$ cat config.mk
export PLATFORM = sky130hd
export DESIGN_NAME = disp_input
export DESIGN_NICKNAME = d
export VERILOG_FILES = /design/src/rtl/disp_pkg.sv /design/src/rtl/btn_debounce.sv /design/src/rtl/disp_input.sv
export SDC_FILE = /design/constraint.sdc
export NUM_CORES = 1
export LEC_CHECK = 0
export ABC_CLOCK_PERIOD_IN_PS = 5600
export CAP_MARGIN = 20
export CORE_MARGIN = 2
export CORE_UTILIZATION = 30
export CTS_BUF_LIST = sky130_fd_sc_hd__clkbuf_8
export DETAILED_ROUTE_END_ITERATION = 10
export GPL_ROUTABILITY_DRIVEN = 0
export HOLD_SLACK_MARGIN = 0.05
export PLACE_DENSITY_LB_ADDON = 0.08
export SYNTH_ARGS = -nofsm -noshare
export SYNTH_HDL_FRONTEND = slang
export SYNTH_SLANG_ARGS = --single-unit
$ cat constraint.sdc
create_clock -name clk_i -period 5.6 [get_ports clk_i]
set_input_delay 0.56 -clock clk_i [delete_from_list [all_inputs] [get_ports clk_i]]
set_output_delay 0.56 -clock clk_i [all_outputs]
set_load 0.01 [all_outputs]
$ cat src/rtl/disp_pkg.sv
// disp_pkg: shared encodings for the display input block.
// Holds the Ctl display-mode encodings, the auto-repeat state type and
// the address stepping helpers used by disp_input.
package disp_pkg;

    localparam int ADDR_W = 7;

    typedef enum logic [1:0] {
        CTL_REG   = 2'b00,
        CTL_MEM   = 2'b01,
        CTL_INSTR = 2'b10
    } ctl_e;

    typedef enum logic [1:0] {
        REP_IDLE   = 2'b00,
        REP_HOLD   = 2'b01,
        REP_REPEAT = 2'b10
    } rep_state_e;

    // Mode button walks register -> memory -> instruction -> register.
    function automatic ctl_e nextCtl(input ctl_e ctl);
        ctl_e result;
        case (ctl)
            CTL_REG: result = CTL_MEM;
            CTL_MEM: result = CTL_INSTR;
            default: result = CTL_REG;
        endcase
        return result;
    endfunction

    // Register view wraps in 0..31 with the top two bits pinned low,
    // memory view wraps in 0..127, instruction view never moves.
    function automatic logic [ADDR_W-1:0] stepAddr(input ctl_e ctl,
                                                   input logic [ADDR_W-1:0] addr,
                                                   input logic up);
        logic [ADDR_W-1:0] result;
        logic [4:0]        low;
        result = addr;
        low    = addr[4:0];
        case (ctl)
            CTL_REG: begin
                low    = up ? (low + 5'd1) : (low - 5'd1);
                result = {2'b00, low};
            end
            CTL_MEM: result = up ? (addr + 7'd1) : (addr - 7'd1);
            default: result = addr;
        endcase
        return result;
    endfunction

endpackage

$ cat src/rtl/btn_debounce.sv
// btn_debounce: two-flop synchronizer plus stability counter for one
// raw push-button. The debounced level flips only after DEBOUNCE_CYCLES
// consecutive synchronized samples disagree with the current level.
module btn_debounce #(
    parameter int DEBOUNCE_CYCLES = 500000
) (
    input  logic clk_i,
    input  logic reset_i,
    input  logic btn_i,
    output logic level_o
);

    localparam int CNT_W = (DEBOUNCE_CYCLES > 1) ? $clog2(DEBOUNCE_CYCLES) : 1;
    localparam logic [CNT_W-1:0] CNT_LAST = CNT_W'(DEBOUNCE_CYCLES - 1);

    logic             sync1_q;
    logic             sync2_q;
    logic             level_q;
    logic             level_d;
    logic [CNT_W-1:0] cnt_q;
    logic [CNT_W-1:0] cnt_d;

    // Count disagreeing samples; any agreeing sample restarts the run.
    always_comb begin
        level_d = level_q;
        cnt_d   = '0;
        if (sync2_q != level_q) begin
            if (cnt_q == CNT_LAST) begin
                level_d = sync2_q;
                cnt_d   = '0;
            end else begin
                cnt_d = cnt_q + 1'b1;
            end
        end
    end

    // Synchronizer chain, debounced level and counter registers.
    always_ff @(posedge clk_i) begin
        if (reset_i) begin
            sync1_q <= 1'b0;
            sync2_q <= 1'b0;
            level_q <= 1'b0;
            cnt_q   <= '0;
        end else begin
            sync1_q <= btn_i;
            sync2_q <= sync1_q;
            level_q <= level_d;
            cnt_q   <= cnt_d;
        end
    end

    assign level_o = level_q;

endmodule

$ cat src/rtl/disp_input.sv
// disp_input: turns three raw push-buttons into a display mode (Ctl),
// an address (Addr) and a one-cycle Changed pulse.
// Optional feature: define DISP_INPUT_REPEAT_EN to compile in auto-repeat
// of held Up/Down buttons; without it one press gives exactly one step.
module disp_input
    import disp_pkg::*;
#(
    parameter int DEBOUNCE_CYCLES = 500000,
    parameter int REPEAT_DELAY    = 25000000,
    parameter int REPEAT_RATE     = 5000000
) (
    input  logic              clk_i,
    input  logic              reset_i,
    input  logic              btnUp_i,
    input  logic              btnDown_i,
    input  logic              btnMode_i,
    output logic [1:0]        ctl_o,
    output logic [ADDR_W-1:0] addr_o,
    output logic              changed_o
);

    logic upLvl;
    logic downLvl;
    logic modeLvl;
    logic upPrev_q;
    logic downPrev_q;
    logic modePrev_q;

    logic upRise;
    logic downRise;
    logic modeRise;
    logic upStep;
    logic downStep;
    logic edgeStep;
    logic repStep;
    logic repUp;

    ctl_e              ctl_q;
    ctl_e              ctl_d;
    logic [ADDR_W-1:0] addr_q;
    logic [ADDR_W-1:0] addr_d;
    logic              changed_q;
    logic              changed_d;

    btn_debounce #(.DEBOUNCE_CYCLES(DEBOUNCE_CYCLES)) uDebUp (
        .clk_i   (clk_i),
        .reset_i (reset_i),
        .btn_i   (btnUp_i),
        .level_o (upLvl)
    );

    btn_debounce #(.DEBOUNCE_CYCLES(DEBOUNCE_CYCLES)) uDebDown (
        .clk_i   (clk_i),
        .reset_i (reset_i),
        .btn_i   (btnDown_i),
        .level_o (downLvl)
    );

    btn_debounce #(.DEBOUNCE_CYCLES(DEBOUNCE_CYCLES)) uDebMode (
        .clk_i   (clk_i),
        .reset_i (reset_i),
        .btn_i   (btnMode_i),
        .level_o (modeLvl)
    );

    // Rising edges only; a step is refused while the opposite button is
    // held, and a Mode edge in the same cycle swallows the step.
    always_comb begin
        upRise   = upLvl & ~upPrev_q;
        downRise = downLvl & ~downPrev_q;
        modeRise = modeLvl & ~modePrev_q;
        upStep   = upRise & ~downLvl;
        downStep = downRise & ~upLvl;
        edgeStep = (upStep | downStep) & ~modeRise;
    end

`ifdef DISP_INPUT_REPEAT_EN
    localparam int REP_MAX = (REPEAT_DELAY > REPEAT_RATE) ? REPEAT_DELAY : REPEAT_RATE;
    localparam int REP_W   = (REP_MAX > 1) ? $clog2(REP_MAX) : 1;
    localparam logic [REP_W-1:0] DELAY_LAST = REP_W'(REPEAT_DELAY - 1);
    localparam logic [REP_W-1:0] RATE_LAST  = REP_W'(REPEAT_RATE - 1);

    rep_state_e       repState_q;
    rep_state_e       repState_d;
    logic [REP_W-1:0] repCnt_q;
    logic [REP_W-1:0] repCnt_d;
    logic             repDirUp_q;
    logic             repDirUp_d;
    logic             heldLvl;
    logic             cancel;

    // Repeat FSM: a fresh edge step (re)arms HOLD; release, both buttons
    // or a Mode edge drop back to IDLE; timers fire the extra steps.
    always_comb begin
        repState_d = repState_q;
        repCnt_d   = repCnt_q;
        repDirUp_d = repDirUp_q;
        repStep    = 1'b0;
        repUp      = repDirUp_q;
        heldLvl    = repDirUp_q ? upLvl : downLvl;
        cancel     = ~heldLvl | (upLvl & downLvl) | modeRise;
        if (edgeStep) begin
            repState_d = REP_HOLD;
            repCnt_d   = '0;
            repDirUp_d = upStep;
        end else begin
            case (repState_q)
                REP_HOLD: begin
                    if (cancel) begin
                        repState_d = REP_IDLE;
                        repCnt_d   = '0;
                    end else if (repCnt_q == DELAY_LAST) begin
                        repState_d = REP_REPEAT;
                        repCnt_d   = '0;
                        repStep    = 1'b1;
                    end else begin
                        repCnt_d = repCnt_q + 1'b1;
                    end
                end
                REP_REPEAT: begin
                    if (cancel) begin
                        repState_d = REP_IDLE;
                        repCnt_d   = '0;
                    end else if (repCnt_q == RATE_LAST) begin
                        repCnt_d = '0;
                        repStep  = 1'b1;
                    end else begin
                        repCnt_d = repCnt_q + 1'b1;
                    end
                end
                default: begin
                    repState_d = REP_IDLE;
                    repCnt_d   = '0;
                end
            endcase
        end
    end

    // Repeat FSM state, timer and direction registers.
    always_ff @(posedge clk_i) begin
        if (reset_i) begin
            repState_q <= REP_IDLE;
            repCnt_q   <= '0;
            repDirUp_q <= 1'b0;
        end else begin
            repState_q <= repState_d;
            repCnt_q   <= repCnt_d;
            repDirUp_q <= repDirUp_d;
        end
    end
`else
    assign repStep = 1'b0;
    assign repUp   = 1'b0;
`endif

    // Next mode/address; Changed is raised only when something really moves.
    always_comb begin
        ctl_d  = ctl_q;
        addr_d = addr_q;
        if (modeRise) begin
            ctl_d  = nextCtl(ctl_q);
            addr_d = '0;
        end else if (edgeStep) begin
            addr_d = stepAddr(ctl_q, addr_q, upStep);
        end else if (repStep) begin
            addr_d = stepAddr(ctl_q, addr_q, repUp);
        end
        changed_d = (ctl_d != ctl_q) || (addr_d != addr_q);
    end

    // Output registers and previous debounced levels for edge detection.
    always_ff @(posedge clk_i) begin
        if (reset_i) begin
            ctl_q      <= CTL_REG;
            addr_q     <= '0;
            changed_q  <= 1'b0;
            upPrev_q   <= 1'b0;
            downPrev_q <= 1'b0;
            modePrev_q <= 1'b0;
        end else begin
            ctl_q      <= ctl_d;
            addr_q     <= addr_d;
            changed_q  <= changed_d;
            upPrev_q   <= upLvl;
            downPrev_q <= downLvl;
            modePrev_q <= modeLvl;
        end
    end

    assign ctl_o     = ctl_q;
    assign addr_o    = addr_q;
    assign changed_o = changed_q;

endmodule

# Yosys cells after proc, flatten, opt, wreduce, memory -nomap -nowiden

Cells that the tools add are included.

Register bits: 79
Input bits: 5
Logic and storage cells: 65

Add/subtract/negate cells: 7
Eq/ne operators: 9
Multiplexer cells: 7
Bitwise operators: 16
Reduce and logical (&&, ||, !) cells: 8

Operators by type and width:

| kind                                                 | number |
|---|---|
| adder 19 x 1 -> 19 bit (second input constant)       | 3 |
| equality test 19 bit (second input constant)         | 3 |
| two-way mux 7 bit                                    | 3 |
| case mux 7 bit (2 select lines)                      | 1 |
| NOT 1 bit                                            | 9 |
| OR reduction 3 bit                                   | 3 |
| adder 7 x 1 -> 7 bit (second input constant)         | 1 |
| != test 7 bit                                        | 1 |
| subtractor 7 x 1 -> 7 bit (second input constant)    | 1 |
| AND 1 bit                                            | 6 |
| AND reduction 2 bit                                  | 3 |
| adder 5 x 1 -> 5 bit (second input constant)         | 1 |
| two-way mux 5 bit                                    | 1 |
| subtractor 5 x 1 -> 5 bit (second input constant)    | 1 |
| case mux 2 bit (2 select lines)                      | 1 |
| != test 1 bit                                        | 3 |
| equality test 2 x 1 -> 1 bit (second input constant) | 1 |
| logical NOT 2 bit                                    | 1 |
| two-way mux 2 bit                                    | 1 |
| != test 2 bit                                        | 1 |
| logical OR 1 bit                                     | 1 |
| OR 1 bit                                             | 1 |

# Logic depth before layout (Yosys ltp)

Word-level depth: 9
Depth in mapped cells: 9

# Cells and area by module

Synthesis repeated with hierarchy kept, for this count alone.

Cell total of the unflattened synthesis: 413
Area total of the unflattened synthesis: 3708.6 um^2

By module, submodules not included:

| module       | times used | cells an instance | area each (um^2) |
|---|---|---|---|
| btn_debounce | 3          | 109               | 984.7 |
| disp_input   | 1          | 86                | 754.5 |

# Worst setup path before layout

No wires, ideal clock.

Path type: flip-flop to flip-flop
Start: register uDebUp.level_q (netlist: uDebUp.level_o)
End: register addr_q[6] (netlist: addr_o[6])
Setup time: 74 ps
Data arrival time: 2204 ps
Slack: 3322 ps
Stages on the path, launching flop included: 9
Path buffers: 1
Clock period less this slack: 2278 ps
Cell sequence: dfxtp_1 or3b_1 buf_6 ha_1 nor2b_1 o31a_1 mux2i_1 or3_1 a31oi_1

Cells in the longest elaborated chain, start to end: 6
Elaborated cells between the ends (all ways): 10
Those cells by class: mux (4); bitwise (6)

Ends and longest elaborated chain:

| what                                                         | RTL line                           | source |
|---|---|---|
| start: declaration                                           | btn_debounce.sv:18                 | `logic level_q;` |
| start signal: assignment                                     | btn_debounce.sv:47                 | `level_q <= level_d;` |
| AND 1 bit or NOT 1 bit (tied branches)                       | disp_input.sv:69, disp_input.sv:73 |  |
| AND 1 bit (on tied branches)                                 | disp_input.sv:72, disp_input.sv:73 |  |
| two-way mux 7 bit or OR 1 bit (tied branches)                | disp_pkg.sv:45, disp_input.sv:74   |  |
| case mux 7 bit (2 select lines) or AND 1 bit (tied branches) | disp_pkg.sv:40, disp_input.sv:74   |  |
| two-way mux 7 bit *                                          | disp_input.sv:163                  | `end else if (edgeStep) begin` |
| two-way mux 7 bit *                                          | disp_input.sv:160                  | `if (modeRise) begin` |
| end signal: assignment                                       | disp_input.sv:182                  | `addr_q <= addr_d;` |
| end: declaration                                             | disp_input.sv:40                   | `logic [ADDR_W-1:0] addr_q;` |

Mark *: on every way between the ends. The rest lies on a longest branch, timed or not.
A chain may end at the register's enable or synchronous reset.

# Final worst setup path

Same ends and word-level chain as after synthesis.

==> results.py <==
metrics = {
    "outcome": {
        "outcome": "completed",
    },
    "critical_path": {
        "crit_path_max_fanout": 13,
        "rrSetupSlack_ns": 3.08,
        "cp.required_ns": 5.88,
        "cp-end-kind": "flop",
        "cp-start-kind": "flop",
        "critPathKind": "reg -> reg",
        "worstPathArrival_ns": 2.81,
    },
    "routing": {
        "wl_per_cell_um": 11.8,
        "viasPerCell": 4.45,
        "drcViolationCount": 0,
        "drtAntennaViolNets": 0,
        "dr.pass1.iters": 4,
        "drt_wl_total_um": 6570,
        "drtIter0Drc": 65,
        "dr_total_vias": 2480,
    },
    "pwr": {
        "vdd_drop_max_mv": 0.149,
        "switching_share": 0.215,
        "p_int_uw": 795,
        "combPwrFrac": 0.013,
        "pwr-share-clk": 0.429,
        "power.density_nw_per_um2": 255,
        "p_seq_frac": 0.558,
        "p_leak_nw": 1.26,
        "p_sw_uw": 218,
    },
    "grt": {
        "grt_pass1_vias": 2382,
        "gr-usage-all-layers": 0.111,
        "antenna_found_initial": 0,
        "grt_max_degree": 21,
        "gr-total-overflow": 0,
        "grt_pass1_wl_um": 11300,
    },
    "floorplanning": {
        "boundaryPins": 15,
        "start_util": 0.308,
        "die_area_sq_um": 12600,
        "die_y_um": 112,
        "coreArea_sq_um": 11400,
        "die_width_um": 112,
        "row_count": 39,
    },
    "clock_tree": {
        "post_cts_buffers": 0,
        "cts_root_buf": "clkbuf_8",
        "clockBufferDepth": 2,
        "cts_buffers": 9,
        "post_cts_resized": 0,
        "cts_num_sinks": 79,
        "clk_pin_slew_ns": 0.08,
        "cts_tree": "built",
        "htreeDepth": 3,
        "clkLatencyLatePin_ns": 0.35,
        "cts_hold_buf": 0,
    },
    "sta": {
        "max_freq_mhz": 396,
        "fin_tns_setup_ns": 0,
        "finalCriticalPeriod_ns": 2.52,
        "post-route-period-util": 0.451,
        "slew-limit-headroom": 0.534,
        "hold_viol_final": 0,
        "rsz0062_at_grt": "no",
        "finalClockSkew_ns": 0.00863,
        "slew_violations": 0,
        "postLayoutSetupSlackWorst_ns": 3.08,
        "worst_slew_pin_slew_ns": 0.697,
        "setup_viol": 0,
    },
    "cells_and_area": {
        "fillers": 1236,
        "final_nets": 425,
        "finalInstanceArea_sq_um": 3970,
        "syn_to_final_growth_pct": 12.9,
        "drive_above_1_share": 0.0483,
        "n_antenna_cell": 0,
    },
    "yosys": {
        "ys_ff_latch": 79,
        "syn_avg_cell_area_sq_um": 8.92,
        "yosysTopAreaCellShare": 0.450,
        "synth_area_leaders": "dfxtp_1 (45%), nor2_1 (8.9%), xnor2_1 (8.2%)",
        "synth_cell_types": 42,
        "synthCells": 394,
        "synth_ff_type": "dfxtp_1",
        "yosysMostFrequentCell": "nor2_1",
        "synth-edff-count": 0,
        "async_flop_share": 0,
        "syn-num-nets": 409,
        "yosysSeqAreaShare": 0.450,
        "synth_area_leader_cell": "dfxtp_1",
        "netlist_top_cells_count": "nor2_1 (83), dfxtp_1 (79), xnor2_1 (33)",
        "synth_warnings": 0,
        "netlist_area_sq_um": 3510,
    },
    "placed_design": {
        "pre_cts_slack_ns": 3.08,
        "dpl_cell_area_sq_um": 3770,
        "place_hpwl_um": 4450,
        "portBuffers": 14,
    },
    "worst_hold_path": {
        "min_path_type": "reg -> reg",
    },
    "job": {
        "cap_viol_max_count": 0,
    },
}
-- logic make-up after synthesis --
kind of cell,share of synthesized area
xor gates and xnor gates,0.145
AOI/OAI and AO/OA,0.0328
muxes,0.0199
buffers and inverters,0.0338
adders and majority gates,0.0378
DFF,0.450
and+or+nand+nor,0.281
-- metal layers --
| metal | share of wire | track usage | up-vias |
|---|---|---|---|
| li1 | - | - | 1341 |
| met1 | 0.51 | 0.147 | 1108 |
| met2 | 0.44 | 0.167 | 23 |
| met3 | 0.036 | 0.0437 | 8 |
| met4 | 0.012 | 0.0341 | 0 |
| met5 | 0 | 0 | - |
-- worst paths after layout --
path / endpoint / cells past startpoint / from
worst min-delay path: uDebUp.sync2_q / 1 / uDebUp.sync1_q
worst max-delay path: addr_o[6] / 7 / uDebUp.level_o
worst max register to register: addr_o[6] / 7 / uDebUp.level_o
worst min register to register: uDebUp.sync2_q / 1 / uDebUp.sync1_q
-- power by group through the flow --
stage	Clock [mW]	Sequential (mW)	Combinational, mW
final	0.434	0.565	0.0129
after CTS	0.457	0.565	0.0135
after floorplan	0	0.578	0.00930
after detailed placement	0	0.578	0.0134
after global routing	0.482	0.566	0.0143
after global placement	0	0.578	0.0135
-- per-stage QoR --
stage	power, mW	utilization	hold slack (ns)	cells
2_1_floorplan	0.587	-	0.413	394
3_3_place_gp	0.592	0.330	0.420	542
3_5_place_dp	0.592	0.330	0.427	542
4_1_cts	1.04	0.347	0.447	557
5_1_grt	1.06	0.347	0.462	557
6_report	1.01	0.347	0.441	557
-- state kept, by name, indices dropped and copies added, names as in the netlist, 2 cells and up --
| register | flops |
|---|---|
| addr_o | 7 |
| uDebDown.cnt_q | 19 |
| uDebUp.cnt_q | 19 |
| uDebMode.cnt_q | 19 |
| ctl_o | 2 |
-- placed cells by master, fill, tap and decap left out, types with 2 or more instances in the layout --
| master | instances |
|---|---|
| mux2i_1 | 7 |
| nor2b_1 | 12 |
| nand2_1 | 19 |
| or3_1 | 4 |
| inv_1 | 16 |
| dfxtp_1 | 79 |
| nor4_1 | 2 |
| and4_1 | 2 |
| clkdlybuf4s50_1 | 14 |
| xor2_1 | 25 |
| nor4b_1 | 5 |
| xnor2_1 | 33 |
| nand2b_1 | 4 |
| a21o_1 | 2 |
| nand3b_1 | 2 |
| nor3_1 | 11 |
| or2_2 | 2 |
| nand4_1 | 12 |
| nor2_1 | 83 |
| and3_1 | 8 |
| clkbuf_8 | 11 |
| and2_1 | 2 |
| a31oi_1 | 2 |
| a21oi_1 | 5 |
| ha_1 | 9 |
| nand3_1 | 23 |
| nor4_2 | 2 |
| o21ai_0 | 3 |
| or3b_1 | 2 |
-- final cells by class --
cell class | instances | area (sq um) | share of cell area
multi-input combinational | 291 | 1810 | 0.457
inverter | 15 | 56.3 | 0.0142
clock buffer | 11 | 151 | 0.0382
tap | 143 | 179 | 0.0451
timing repair buffer | 14 | 140 | 0.0353
sequential | 79 | 1580 | 0.399
clock inverter | 4 | 46.3 | 0.0117
-- worst max-delay path, stage by stage (launching register included) --
cell and delay (ns):
dfxtp_1 0.40, or3b_1 0.57, ha_1 0.41, nor2b_1 0.15
o31a_1 0.27, mux2i_1 0.14, or3_1 0.37, a31oi_1 0.15
Note: power is estimated with default switching activity, not from simulation.
